$ cat src/rtl/reg_file_mp_pkg.sv
// -----------------------------------------------------------------------------
// reg_file_mp_pkg
// Shared types and helpers for the multi-read-port register file.
//   clr_state_t   : clear-sequencer states (CLEAR sweeps the array, IDLE serves
//                   user writes)
//   BYTE_W        : width of one byte lane covered by a byte-enable bit
//   be_merge_byte : selects the new or the old byte for one byte lane; used by
//                   both the write path and the optional read bypass so the two
//                   can never disagree on what a write produces
// -----------------------------------------------------------------------------
package reg_file_mp_pkg;

    typedef enum logic {
        CLEAR = 1'b0,
        IDLE  = 1'b1
    } clr_state_t;

    localparam int BYTE_W = 8;

    function automatic logic [BYTE_W-1:0] be_merge_byte(
        input logic [BYTE_W-1:0] old_byte,
        input logic [BYTE_W-1:0] new_byte,
        input logic              enable
    );
        return enable ? new_byte : old_byte;
    endfunction

endpackage

$ cat src/rtl/reg_file_clr_ctrl.sv
// -----------------------------------------------------------------------------
// reg_file_clr_ctrl
// Clear sequencer: after reset, or on a clr_req seen while idle, walks every
// address once and asks the array to write zero there.
// Ports:
//   clk       in   clock
//   reset     in   asynchronous active-high reset (forces a fresh sweep)
//   clr_req   in   single-cycle request to start a sweep (ignored mid-sweep)
//   busy      out  high while the sweep runs
//   clr_we    out  write strobe for the zeroing write
//   clr_addr  out  address being zeroed this cycle
// -----------------------------------------------------------------------------
module reg_file_clr_ctrl
    import reg_file_mp_pkg::*;
#(
    parameter int ADDR_WIDTH = 4
) (
    input  logic                  clk,
    input  logic                  reset,
    input  logic                  clr_req,
    output logic                  busy,
    output logic                  clr_we,
    output logic [ADDR_WIDTH-1:0] clr_addr
);

    localparam logic [ADDR_WIDTH-1:0] LAST_ADDR = '1;

    clr_state_t            r_state;
    clr_state_t            w_state_next;
    logic [ADDR_WIDTH-1:0] r_clr_cnt;
    logic [ADDR_WIDTH-1:0] w_clr_cnt_next;

    always_ff @(posedge clk or posedge reset) begin
        if (reset) begin
            r_state   <= CLEAR;
            r_clr_cnt <= '0;
        end else begin
            r_state   <= w_state_next;
            r_clr_cnt <= w_clr_cnt_next;
        end
    end

    always_comb begin
        w_state_next   = r_state;
        w_clr_cnt_next = r_clr_cnt;
        case (r_state)
            CLEAR: begin
                // clr_req is deliberately not looked at here: a sweep is never
                // restarted or stretched by a second request.
                if (r_clr_cnt == LAST_ADDR) begin
                    w_state_next   = IDLE;
                    w_clr_cnt_next = '0;
                end else begin
                    w_clr_cnt_next = r_clr_cnt + 1'b1;
                end
            end
            IDLE: begin
                if (clr_req) begin
                    w_state_next   = CLEAR;
                    w_clr_cnt_next = '0;
                end
            end
            default: begin
                w_state_next   = CLEAR;
                w_clr_cnt_next = '0;
            end
        endcase
    end

    assign busy     = (r_state == CLEAR);
    assign clr_we   = (r_state == CLEAR);
    assign clr_addr = r_clr_cnt;

endmodule

$ cat src/rtl/reg_file_mp.sv
// -----------------------------------------------------------------------------
// reg_file_mp
// 2**ADDR_WIDTH x DATA_WIDTH register file with one byte-enabled synchronous
// write port, NUM_RD asynchronous read ports and a built-in clear sweep that
// zeroes the array after reset or on clr_req. The array itself has no reset;
// known contents come from the sweep.
// Ports:
//   clk       in   clock
//   reset     in   asynchronous active-high reset
//   clr_req   in   request a clear sweep (honoured only when idle)
//   busy      out  sweep in progress; reads return 0, writes are dropped
//   wr_en     in   write request
//   wr_ready  out  write accepted when wr_en && wr_ready (== ~busy)
//   w_addr    in   write address
//   wr_be     in   byte enables, bit k covers data_in[8k+7:8k]
//   data_in   in   write data
//   r_addr    in   packed read addresses, port i at [i*ADDR_WIDTH +: ADDR_WIDTH]
//   data_out  out  packed read data, port i at [i*DATA_WIDTH +: DATA_WIDTH]
// Build option:
//   REG_FILE_MP_READ_BYPASS_EN - when defined, a read port addressing the word
//   being written this cycle returns the merged (post-write) word immediately.
// -----------------------------------------------------------------------------
module reg_file_mp
    import reg_file_mp_pkg::*;
#(
    parameter int ADDR_WIDTH = 4,
    parameter int DATA_WIDTH = 32,
    parameter int NUM_RD     = 2
) (
    input  logic                         clk,
    input  logic                         reset,
    input  logic                         clr_req,
    output logic                         busy,
    input  logic                         wr_en,
    output logic                         wr_ready,
    input  logic [ADDR_WIDTH-1:0]        w_addr,
    input  logic [DATA_WIDTH/8-1:0]      wr_be,
    input  logic [DATA_WIDTH-1:0]        data_in,
    input  logic [NUM_RD*ADDR_WIDTH-1:0] r_addr,
    output logic [NUM_RD*DATA_WIDTH-1:0] data_out
);

    localparam int DEPTH   = 2 ** ADDR_WIDTH;
    localparam int NUM_BYTES = DATA_WIDTH / BYTE_W;

    generate
        if (DATA_WIDTH % BYTE_W != 0) begin : g_bad_data_width
            $error("reg_file_mp: DATA_WIDTH must be a multiple of 8");
        end
        if (NUM_RD < 1) begin : g_bad_num_rd
            $error("reg_file_mp: NUM_RD must be at least 1");
        end
    endgenerate

    logic [DATA_WIDTH-1:0] r_mem [DEPTH];

    logic                  w_busy;
    logic                  w_clr_we;
    logic [ADDR_WIDTH-1:0] w_clr_addr;
    logic                  w_wr_fire;
    logic [DATA_WIDTH-1:0] w_wr_old;
    logic [DATA_WIDTH-1:0] w_merged;
    logic                  w_mem_we;
    logic [ADDR_WIDTH-1:0] w_mem_addr;
    logic [DATA_WIDTH-1:0] w_mem_wdata;

    reg_file_clr_ctrl #(
        .ADDR_WIDTH (ADDR_WIDTH)
    ) u_clr_ctrl (
        .clk      (clk),
        .reset    (reset),
        .clr_req  (clr_req),
        .busy     (w_busy),
        .clr_we   (w_clr_we),
        .clr_addr (w_clr_addr)
    );

    assign busy      = w_busy;
    assign wr_ready  = ~w_busy;
    assign w_wr_fire = wr_en & ~w_busy;
    assign w_wr_old  = r_mem[w_addr];

    // Word as it will look after the write; feeds the array and the bypass.
    genvar gi;
    generate
        for (gi = 0; gi < NUM_BYTES; gi++) begin : g_merge
            assign w_merged[gi*BYTE_W +: BYTE_W] =
                be_merge_byte(w_wr_old[gi*BYTE_W +: BYTE_W],
                              data_in[gi*BYTE_W +: BYTE_W],
                              wr_be[gi]);
        end
    endgenerate

    // The sweep owns the port while busy; user writes only happen when idle,
    // so the two never compete in the same cycle.
    assign w_mem_we    = w_clr_we | (w_wr_fire & (|wr_be));
    assign w_mem_addr  = w_clr_we ? w_clr_addr : w_addr;
    assign w_mem_wdata = w_clr_we ? '0 : w_merged;

    always_ff @(posedge clk) begin
        if (w_mem_we) begin
            r_mem[w_mem_addr] <= w_mem_wdata;
        end
    end

    generate
        for (gi = 0; gi < NUM_RD; gi++) begin : g_rd
            logic [ADDR_WIDTH-1:0] w_rd_addr;
            logic [DATA_WIDTH-1:0] w_rd_word;

            assign w_rd_addr = r_addr[gi*ADDR_WIDTH +: ADDR_WIDTH];

            always_comb begin
                w_rd_word = r_mem[w_rd_addr];
`ifdef REG_FILE_MP_READ_BYPASS_EN
                if (w_wr_fire && (w_rd_addr == w_addr)) begin
                    w_rd_word = w_merged;
                end
`endif
            end

            // Zero forcing wins over the bypass: nothing is visible mid-sweep.
            assign data_out[gi*DATA_WIDTH +: DATA_WIDTH] = w_busy ? '0 : w_rd_word;
        end
    endgenerate

endmodule

$ cat config.mk
export PLATFORM = sky130hd
export DESIGN_NAME = reg_file_mp
export DESIGN_NICKNAME = d
export VERILOG_FILES = /design/src/rtl/reg_file_mp_pkg.sv /design/src/rtl/reg_file_clr_ctrl.sv /design/src/rtl/reg_file_mp.sv
export SDC_FILE = /design/constraint.sdc
export NUM_CORES = 1
export LEC_CHECK = 0
export ABC_CLOCK_PERIOD_IN_PS = 9270
export BUFFER_PORTS_ARGS = -buffer_cell sky130_fd_sc_hd__buf_2
export CORE_UTILIZATION = 45
export CTS_CLUSTER_DIAMETER = 30
export DETAILED_ROUTE_END_ITERATION = 7
export PLACE_DENSITY = 0.72
export RECOVER_POWER = 100
export SYNTH_ARGS = -nofsm -noshare
export SYNTH_HDL_FRONTEND = slang
export SYNTH_SLANG_ARGS = --single-unit
export TNS_END_PERCENT = 50
$ cat constraint.sdc
create_clock -name clk -period 9.27 [get_ports clk]
set_clock_uncertainty 0.2 [all_clocks]
set_input_delay 1.3905 -clock clk [delete_from_list [all_inputs] [get_ports clk]]
set_output_delay 1.3905 -clock clk [all_outputs]
set_load 0.05 [all_outputs]
==> impl_metrics.csv <==
group,metric,value,unit
yosys,synth_seq_area_share,53.8,%
hold_path,hold_depth,1,
setup_path,worstReg2RegStart,"u_clr_ctrl.r_state",
sta,hold_viol,0,
setup_path,reg2reg_slack,2.46,ns
yosys,yosysTopAreaCell,"edfxtp_1",
clock_tree,tritoncts,"built",
grt,grt.total_usage,29.7,%
routing,drt_first_pass_iters,6,
routing,drtIter0Drc,3135,
sta,slew_headroom,-151,%
grt,antenna_found_initial,0,
yosys,synth_edf_count,512,
finish,seq_area,15500,sq um
setup_path,slowest_delay,1.65,ns
run_status,violations,"max-capacitance violations, max-slew violations",
yosys,yosys_warnings,0,
setup_path,start_kind,"flop",
yosys,synthArstFlopShare,0.967,%
sta,worstMarginPinSlew,3.76,ns
clock_tree,numCtsBuffers,109,
setup_path,worst_path_most_repeated_cell,"clkbuf_1",
hold_path,hold_path.class,"reg -> reg",
routing,viasPerCell,6.94,
setup_path,critical_path.max_fanout,35,
setup_path,cp.depth,7,
sta,period_share,80.8,%
sta,setup_viol,0,
floorplan,start_util,45.6,%
run_status,outcome,"complete, but fails checks",
clock_tree,cts_sinks,517,
finish,fillers,5040,
clock_tree,cts-root-buf,"clkbuf_16",
pwr,leakage,12.1,nW
floorplan,num_rows,92,
yosys,mappedNetlistNets,2058,
floorplan,die_y,255,um
place,dp.final_hpwl,53100,um
routing,num_vias,21200,
routing,drt_wl_total,96200,um
sta,fin_crit,7.49,ns
finish,area_growth,17.6,%
setup_path,timing.rr.end,"r_mem[2][26]",
setup_path,reg2reg_depth,6,
yosys,synth_top_cell_area_share,53.3,%
grt,grt_start_max_net_pins,123,
grt,grt_pass1_vias,21100,
routing,drc_errors,0,
floorplan,die_x,255,um
grt,grt-ovfl-total,0,
clock_tree,cts_hold_buf,0,
clock_tree,cts_setup_buffers,0,
setup_path,cp_top_family,"buffers and inverters",
setup_path,cp_data_required_time,7.68,ns
place,gp_congestion,0.866,
yosys,netlist_instances,2005,
finish,nets,2163,
hold_path,min_from,"u_clr_ctrl.clr_addr[3]",
clock_tree,cts_max_path_buffers,3,
pwr,totalPowerFinal,0.00936,W
finish,drive_gt1_share,25.5,%
setup_path,path_cells,"clkbuf_1 > clkinv_1 > nor2_1 > buf_4 > a32oi_1 > nand2_1 > clkbuf_1",
routing,ant_nets,0,
finish,finalInstanceArea,33900,sq um
yosys,syn_avg_cell_area,14.4,sq um
setup_path,arrival,5.90,ns
clock_tree,clk_latency,0.66,ns
routing,wl_per_cell,31.5,um
pwr,vdd_drop_max,0.162,mV
setup_path,end_kind,"output port",
finish,multi_input_area,12600,sq um
floorplan,ios,118,
yosys,synth_seq_cells,517,
sta,grt_setup_unrepaired,"false",
clock_tree,h-tree-depth,3,
clock_tree,cts_resized,0,
place,dpl_worst_slack,3.46,ns
clock_tree,cts.clk_slew.worst_paths,0.05,ns
hold_path,hold_path_end,"u_clr_ctrl.clr_addr[3]",
sta,tns,0,ns
setup_path,crit_path_top_delay_cell,"nor2_1",
sta,worst_slack,1.78,ns
sta,slew_violations,653,
pwr,power.density,276,nW/um^2
floorplan,dieArea,65100,sq um
place,dpl_cell_area,30200,sq um
setup_path,crit_type,"reg -> out",
place,port-buffer-count,117,
sta,holdWs,0.399,ns
sta,timing.fmax,0.133,GHz
run,max_cap_viol_count,24,
floorplan,core_area,63200,sq um
yosys,ys.flop_type,"edfxtp_1",
yosys,synth.distinct_cells,50,
yosys,synth_area,28800,sq um
grt,grt_pass1_wl,139000,um
setup_path,crit_buf_inv,4,
yosys,synthTopCellsByArea,"edfxtp_1 53%, mux4_2 15%, mux2i_1 12%, nand2_1 2.4%, a22oi_1 2.2%",
synthesized netlist by cell type, types with 3 or more instances:
cell / instances
mux4_2: 190
o211a_1: 3
inv_1: 6
clkbuf_1: 70
a211oi_1: 28
a22o_1: 13
o21ai_1: 10
mux2_2: 54
nor2b_1: 24
mux2i_1: 334
a21boi_0: 8
o21ai_0: 28
nor2_1: 46
buf_6: 7
or3b_2: 4
nand3_1: 96
nand2_1: 181
o211ai_1: 4
a221o_1: 18
edfxtp_1: 512
nand2b_1: 7
a21oi_1: 75
buf_1: 14
dfrtp_1: 5
buf_4: 17
a32o_1: 10
o22ai_1: 7
buf_2: 62
nand3b_1: 4
a31o_1: 8
a32oi_1: 40
o32ai_1: 10
a22oi_1: 84
and2_1: 6
through the flow:
step	utilization, %	cells
floorplan	-	2005
global placement	47.8	2845
detailed placement	47.8	2845
CTS	53.9	3050
global route	53.6	3050
finish	53.7	3052
worst max-delay path by stage:
stage,from,end
after global placement,r_addr[0],data_out[1]
after floorplan,r_addr[6],data_out[35]
final,u_clr_ctrl.r_state,data_out[0]
after CTS,r_addr[0],data_out[14]
after detailed placement,r_addr[0],data_out[14]
after global routing,u_clr_ctrl.r_state,data_out[0]
flip-flops by register name (all words and copies together), names as in the netlist:
register	flops
u_clr_ctrl.r_state	1
r_mem	512
u_clr_ctrl.clr_addr	4
logic make-up (layout without fill, tap and decap cells):
group	after synthesis	count (layout)	share of synthesized area (%)
AOI/OAI and AO/OA	356	356	8.86
adders and majority gates	1	1	0.0434
buffers and inverters	178	377	2.99
DFF	517	517	53.8
muxes	579	579	28.6
other	0	2	0
and+or+nand+nor	374	374	5.78
metal layers:
metal / part of all wire (%) / GRT usage (%) / up-vias / routed length, um
li1: - / - / 8491 / -
met1: 37 / 38.9 / 10500 / 35200
met2: 44 / 44.4 / 1815 / 42500
met3: 14 / 8.02 / 377 / 13000
met4: 5.8 / 17.2 / 0 / 5530
met5: 0 / 0 / - / 0
area by class of cell:
cell class | count | area share (%)
clock buffers | 115 | 8.30
flip-flops and latches | 517 | 45.7
clock inverters | 90 | 3.08
diodes | 2 | 0.0148
multi-input cells | 1310 | 37.1
inverters | 8 | 0.0886
well taps | 846 | 3.12
repair buffers | 164 | 2.57
where the power goes:
part | switching, W | internal [W]
Combinational | 0.00127 | 0.000580
Clock | 0.00139 | 0.00263
Sequential | 0.000284 | 0.00321
worst reg2reg max path, cell delays in order (launching register included):
cell and delay [ns]:
dfrtp_1 0.31, clkbuf_1 1.19, clkinv_1 0.67, nor3b_1 0.32, a31oi_1 0.18, nor2_1 2.17
clkbuf_1 1.32
layout by cell type, fill, tap and decap left out, drive strengths merged, types with 2 or more instances in the layout:
cell type / count
and2: 6
nand3: 96
a22oi: 84
o211a: 3
nand2: 181
diode: 2
inv: 36
mux2: 55
a31oi: 2
mux2i: 334
a31o: 8
nor2b: 24
o21ai: 38
a32o: 10
o211ai: 4
a21oi: 75
a211oi: 28
nor3: 2
a22o: 13
buf: 99
mux4: 190
a221o: 18
o32ai: 10
or3b: 4
o22ai: 7
clkinv: 33
a32oi: 40
nand3b: 4
a21boi: 8
a21o: 2
bufinv: 14
clkbuf: 180
nand2b: 7
edfxtp: 512
dfrtp: 5
clkinvlp: 15
nor2: 47
Power figures use the tool's default switching activity.
